`src/rtl/fetch_queue.sv`:
```
// Pipelined instruction fetch front end: issues in-order memory requests, buffers
// returned instructions with their PCs and hands them to decode over valid/ready.

module fetch_queue_chk #(
    parameter int unsigned CW = 3
) (
    input logic          clk,
    input logic          reset,
    input logic          imem_rvalid,
    input logic [CW-1:0] inflight_i
);
    // A response with nothing outstanding means the memory broke the protocol
    assert property (@(posedge clk) disable iff (!reset)
        !(imem_rvalid && (inflight_i == {CW{1'b0}})))
        else $error("fetch_queue: imem_rvalid with no request in flight");
endmodule

module fetch_queue #(
    parameter int unsigned DEPTH    = 4,
    parameter logic [31:0] RESET_PC = 32'h0000_0000
) (
    input  logic        clk,
    input  logic        reset,
    input  logic        redirect_valid,
    input  logic [31:0] redirect_target,
    output logic        imem_req,
    output logic [31:0] imem_addr,
    input  logic        imem_ready,
    input  logic        imem_rvalid,
    input  logic [31:0] imem_rdata,
    output logic        out_valid,
    input  logic        out_ready,
    output logic [31:0] out_instruction,
    output logic [31:0] out_pc
);
    localparam int unsigned CW = $clog2(DEPTH + 1);
    localparam int unsigned PW = $clog2(DEPTH);
    localparam logic [CW-1:0] CNT_ZERO = {CW{1'b0}};
    localparam logic [CW-1:0] CNT_ONE  = {{(CW-1){1'b0}}, 1'b1};
    localparam logic [PW-1:0] PTR_ZERO = {PW{1'b0}};
    localparam logic [PW-1:0] PTR_ONE  = {{(PW-1){1'b0}}, 1'b1};
    localparam logic [CW:0]   DEPTH_W  = (CW+1)'(DEPTH);

    logic [31:0]   fetch_pc_q, fetch_pc_d;
    logic [31:0]   resp_pc_q, resp_pc_d;
    logic [CW-1:0] inflight_q, inflight_d;
    logic [CW-1:0] discard_q, discard_d;
    logic [CW-1:0] count_q, count_d;
    logic [PW-1:0] rd_ptr_q, rd_ptr_d;
    logic [PW-1:0] wr_ptr_q, wr_ptr_d;
    logic [31:0]   pc_mem_q  [DEPTH];
    logic [31:0]   ins_mem_q [DEPTH];

    logic [CW:0]   credit_s;
    logic          accept_s, resp_s, push_s, pop_s;
    logic [31:0]   target_s;
    logic          unused_target_s;

    // Target low bits are forced to zero, so they are deliberately unused
    assign unused_target_s = ^redirect_target[1:0];
    assign target_s        = {redirect_target[31:2], 2'b00};

    // Buffered plus outstanding instructions may never exceed the FIFO size
    assign credit_s  = {1'b0, count_q} + {1'b0, inflight_q};
    assign imem_req  = reset && !redirect_valid && (credit_s < DEPTH_W);
    assign imem_addr = fetch_pc_q;
    assign accept_s  = imem_req && imem_ready;
    assign resp_s    = imem_rvalid && (inflight_q != CNT_ZERO);
    assign push_s    = resp_s && !redirect_valid && (discard_q == CNT_ZERO);
    assign pop_s     = out_valid && out_ready && !redirect_valid;

    assign out_valid       = (count_q != CNT_ZERO);
    assign out_instruction = out_valid ? ins_mem_q[rd_ptr_q] : 32'h0000_0000;
    assign out_pc          = out_valid ? pc_mem_q[rd_ptr_q]  : 32'h0000_0000;

    // Next-state computation; a redirect overrides every other update
    always_comb begin
        fetch_pc_d = fetch_pc_q;
        resp_pc_d  = resp_pc_q;
        inflight_d = inflight_q;
        discard_d  = discard_q;
        count_d    = count_q;
        rd_ptr_d   = rd_ptr_q;
        wr_ptr_d   = wr_ptr_q;
        if (redirect_valid) begin
            fetch_pc_d = target_s;
            resp_pc_d  = target_s;
            if (resp_s) begin
                inflight_d = inflight_q - CNT_ONE;
            end else begin
                inflight_d = inflight_q;
            end
            discard_d = inflight_d;
            count_d   = CNT_ZERO;
            rd_ptr_d  = PTR_ZERO;
            wr_ptr_d  = PTR_ZERO;
        end else begin
            if (accept_s) begin
                fetch_pc_d = fetch_pc_q + 32'd4;
            end else begin
                fetch_pc_d = fetch_pc_q;
            end
            case ({accept_s, resp_s})
                2'b10:   inflight_d = inflight_q + CNT_ONE;
                2'b01:   inflight_d = inflight_q - CNT_ONE;
                default: inflight_d = inflight_q;
            endcase
            if (resp_s && (discard_q != CNT_ZERO)) begin
                discard_d = discard_q - CNT_ONE;
            end else begin
                discard_d = discard_q;
            end
            if (push_s) begin
                resp_pc_d = resp_pc_q + 32'd4;
                wr_ptr_d  = wr_ptr_q + PTR_ONE;
            end else begin
                resp_pc_d = resp_pc_q;
                wr_ptr_d  = wr_ptr_q;
            end
            if (pop_s) begin
                rd_ptr_d = rd_ptr_q + PTR_ONE;
            end else begin
                rd_ptr_d = rd_ptr_q;
            end
            case ({push_s, pop_s})
                2'b10:   count_d = count_q + CNT_ONE;
                2'b01:   count_d = count_q - CNT_ONE;
                default: count_d = count_q;
            endcase
        end
    end

    // Control state registers
    always_ff @(posedge clk or negedge reset) begin
        if (!reset) begin
            fetch_pc_q <= RESET_PC;
            resp_pc_q  <= RESET_PC;
            inflight_q <= CNT_ZERO;
            discard_q  <= CNT_ZERO;
            count_q    <= CNT_ZERO;
            rd_ptr_q   <= PTR_ZERO;
            wr_ptr_q   <= PTR_ZERO;
        end else begin
            fetch_pc_q <= fetch_pc_d;
            resp_pc_q  <= resp_pc_d;
            inflight_q <= inflight_d;
            discard_q  <= discard_d;
            count_q    <= count_d;
            rd_ptr_q   <= rd_ptr_d;
            wr_ptr_q   <= wr_ptr_d;
        end
    end

    // Entry storage; contents are only observed while count is non-zero
    always_ff @(posedge clk) begin
        if (push_s) begin
            pc_mem_q[wr_ptr_q]  <= resp_pc_q;
            ins_mem_q[wr_ptr_q] <= imem_rdata;
        end
    end

    fetch_queue_chk #(.CW(CW)) u_chk (
        .clk         (clk),
        .reset       (reset),
        .imem_rvalid (imem_rvalid),
        .inflight_i  (inflight_q)
    );
endmodule

```
`config.mk`:
```
export PLATFORM = sky130hd
export DESIGN_NAME = fetch_queue
export DESIGN_NICKNAME = d
export VERILOG_FILES = /design/src/rtl/fetch_queue.sv
export SDC_FILE = /design/constraint.sdc
export NUM_CORES = 1
export LEC_CHECK = 0
export CAP_MARGIN = 20
export CORE_AREA = 10 10 192 194
export DETAILED_ROUTE_END_ITERATION = 16
export DIE_AREA = 0 0 202 204
export PLACE_DENSITY_LB_ADDON = 0.05
export SYNTH_ARGS = -nofsm -noshare
export SYNTH_HDL_FRONTEND = slang
export SYNTH_SLANG_ARGS = --single-unit
```
`constraint.sdc`:
```
create_clock -name clk -period 3.9 [get_ports clk]
set_clock_uncertainty 0.2 [all_clocks]
set_input_delay 0.78 -clock clk [delete_from_list [all_inputs] [get_ports clk]]
set_output_delay 0.78 -clock clk [all_outputs]
set_load 0.02 [all_outputs]
```
==> impl_metrics.json <==
{
  "comb_power_share": 0.294,
  "drive_gt1_frac": 0.143,
  "io_pins": 168,
  "holdWs_ns": 0.360,
  "startpoint_type": "register",
  "status": "completed",
  "synth_edf_count": 248,
  "root_buffer": "clkbuf_16",
  "syn_avg_cell_area_um2": 15.5,
  "p_seq_frac": 0.390,
  "dp_hpwl_mm": 20.8,
  "fill_cells": 2823,
  "synthArstFlopShare": 0.227,
  "cts-htree-levels": 2,
  "crit_chain": "buf_12 > mux4_2 > and2_1 > clkdlybuf4s50_1",
  "die_x_um": 202,
  "hold_path_startpoint": "discard_q[1]",
  "fmax_ghz": 0.279,
  "ctsResizeCount": 0,
  "firstDrtPassIters": 4,
  "rsz0062_at_grt": "no",
  "drt_wl_total_mm": 32.0,
  "start_util": 0.411,
  "p_sw_frac": 0.294,
  "synth_area_leader_cell": "edfxtp_1",
  "drcViolationCount": 0,
  "hold_depth": 2,
  "syn_inst": 881,
  "ir_drop_v": 0.000358,
  "place_congestion": 0.780,
  "ys_warn_count": 0,
  "crit_path_end_kind": "output pin",
  "cts.sinks": 321,
  "dr_total_vias": 8087,
  "yosysSeqAreaShare": 0.681,
  "synth-seq-cells": 321,
  "internal-power_w": 0.00746,
  "initialDrtViolationCount": 352,
  "dieArea_um2": 41200,
  "hold_viol_final": 0,
  "tightestPinTransition_ns": 0.874,
  "route.antenna.remaining_nets": 0,
  "crit_buf_inv": 2,
  "synthMostInstantiatedCell": "edfxtp_1",
  "grt_pass1_vias": 8509,
  "yosys-top-cells-count": "248 x edfxtp_1, 73 x dfrtp_1, 68 x and2_1",
  "area_growth_pct": 25.5,
  "worstSetupPathType": "register to output pin",
  "crit_arrival_ns": 2.60,
  "cts_made_buffers": 36,
  "synth_area_leaders": "edfxtp_1 55%, dfrtp_1 13%, mux4_2 10%",
  "grt_use_total": 0.155,
  "r2r_slack_ns": 1.11,
  "overflow": 0,
  "max-cap-violations": 0,
  "core_um2": 33100,
  "synth_flop_cell": "edfxtp_1",
  "antenna_found_initial": 0,
  "max_stage_delay_ns": 0.58,
  "insertion_delay_ns": 0.51,
  "fin_tns_setup_ns": 0,
  "nNetsFinal": 1147,
  "r2r-start": "inflight_q[2]",
  "power_density_nw_per_um2": 618,
  "cp_max_fo": 34,
  "grt_max_degree": 66,
  "cp_top_family": "buffers and inverters",
  "switchingPower_w": 0.00310,
  "crit_required_ns": 2.92,
  "clockPowerShare": 0.316,
  "slew_viol_final": 0,
  "portBuffers": 161,
  "synthesis.area_um2": 13600,
  "relSlewSlack": 0.415,
  "chipHeight_um": 204,
  "viasPerCell": 5.26,
  "cts_setup_buffers": 0,
  "min_period_ns": 3.58,
  "leakagePower_nw": 5.75,
  "r2r_cells": 6,
  "core.rowCount": 67,
  "wire_per_inst_um": 20.8,
  "hold_end": "discard_q[1]",
  "diodes": 0,
  "r2r-end": "imem_addr[25]",
  "cts_tree": "done",
  "finalCritPeriodShare": 0.917,
  "synth_top_cell_area_share": 0.547,
  "clk_pin_slew_ns": 0.06,
  "grt_pass1_wl_mm": 50.6,
  "setup_viol": 0,
  "clockBufferDepth": 3,
  "cp_slowest_cell": "clkdlybuf4s50_1",
  "worst_hold_path_type": "register to register",
  "synth.distinct_cells": 56
}
## repair_timing
item	4_1_cts	5_1_grt
hold buffers	1	0
hold endpoints to repair	9	0
setup endpoints to repair	0	0
## placed cells by master, fill, tap and decap left out, types with 5 or more instances in the layout
cell | synthesis | layout
a21oi_1 | 10 | 10
nor3_1 | 8 | 8
buf_12 | 0 | 9
buf_4 | 4 | 16
inv_1 | 14 | 14
clkbuf_16 | 0 | 37
clkinv_1 | 1 | 6
ha_1 | 13 | 13
a31oi_1 | 10 | 10
clkdlybuf4s50_1 | 0 | 159
edfxtp_1 | 248 | 248
o311ai_0 | 9 | 9
nand3_1 | 36 | 36
nand2_1 | 67 | 67
dfrtp_1 | 73 | 71
xnor2_1 | 18 | 18
a21boi_0 | 5 | 5
nor2_1 | 30 | 30
nand4_1 | 20 | 20
mux4_2 | 62 | 62
xor2_1 | 17 | 17
clkinv_2 | 0 | 5
and3_1 | 9 | 9
clkbuf_1 | 31 | 8
o21ai_0 | 45 | 45
and2_1 | 68 | 64
nor4_1 | 10 | 10
o211ai_1 | 9 | 9
## final cells by class
| class | count | area (um2) | area share |
|---|---|---|---|
| Timing Repair Buffer | 186 | 1910 | 0.112 |
| Clock inverter | 17 | 188 | 0.0110 |
| Multi-Input combinational cell | 503 | 4110 | 0.241 |
| Sequential cell | 321 | 9280 | 0.543 |
| Clock buffer | 47 | 983 | 0.0576 |
| Tap cell | 448 | 561 | 0.0328 |
| Inverter | 15 | 56.3 | 0.00330 |
## per-layer routing
metal | GRT usage | wire length [um]
met1 | 0.209 | 14300
met3 | 0.0374 | 1950
met4 | 0.0365 | 452
met2 | 0.250 | 15300
met5 | 0 | 0
## worst max-delay path by stage
stage,start,end,slack [ns],depth (start not counted)
2_1_floorplan,redirect_valid,ins_mem_q[1][0],0.39,4
6_report,rd_ptr_q[0],out_instruction[7],0.32,4
3_3_place_gp,redirect_valid,imem_req,0.77,4
5_1_grt,rd_ptr_q[0],out_instruction[6],0.18,4
4_1_cts,rd_ptr_q[0],out_instruction[6],0.24,4
3_5_place_dp,rd_ptr_q[0],out_instruction[6],0.77,4
## kinds of logic after synthesis
| group | Yosys count | share of synthesized area |
|---|---|---|
| flops | 321 | 0.681 |
| fa+ha+maj | 14 | 0.0134 |
| compound gates | 111 | 0.0519 |
| simple gates | 274 | 0.108 |
| other cells | 1 | 0.000275 |
| buf+inv | 60 | 0.0184 |
| mux | 65 | 0.105 |
| xor+xnor | 35 | 0.0225 |
## flip-flops by register name, indices dropped and copies added (netlist names)
register    flops
count_q         3
discard_q       3
imem_addr      30
inflight_q      3
ins_mem_q     128
pc_mem_q      120
rd_ptr_q        2
resp_pc_q      30
wr_ptr_q        2
## power by group through the flow
stage | sequential, W | clock (W) | combinational [W]
6_report | 0.00412 | 0.00333 | 0.00311
5_1_grt | 0.00415 | 0.00358 | 0.00340
4_1_cts | 0.00412 | 0.00342 | 0.00321
3_5_place_dp | 0.00418 | 0 | 0.00320
3_3_place_gp | 0.00418 | 0 | 0.00319
2_1_floorplan | 0.00415 | 0 | 0.00182
## worst reg2reg max path, stage by stage (launching register included)
cell	delay, ns
dfrtp_1	0.45
ha_1	0.32
nor4_1	0.32
and4_1	0.53
nand3_1	0.34
or4_1	0.48
nand3_1	0.09
## per-stage QoR
stage	std cells	setup slack (ns)	area [um2]	total power [W]	utilization
CTS	1537	0.245	17100	0.0108	0.516
finish	1537	0.322	17100	0.0106	0.516
global route	1537	0.184	17100	0.0111	0.516
floorplan	884	0.389	13600	0.00597	-
global placement	1472	0.768	15900	0.00737	0.480
detailed placement	1472	0.774	15900	0.00738	0.480
Note: power is estimated with default switching activity, not from simulation.
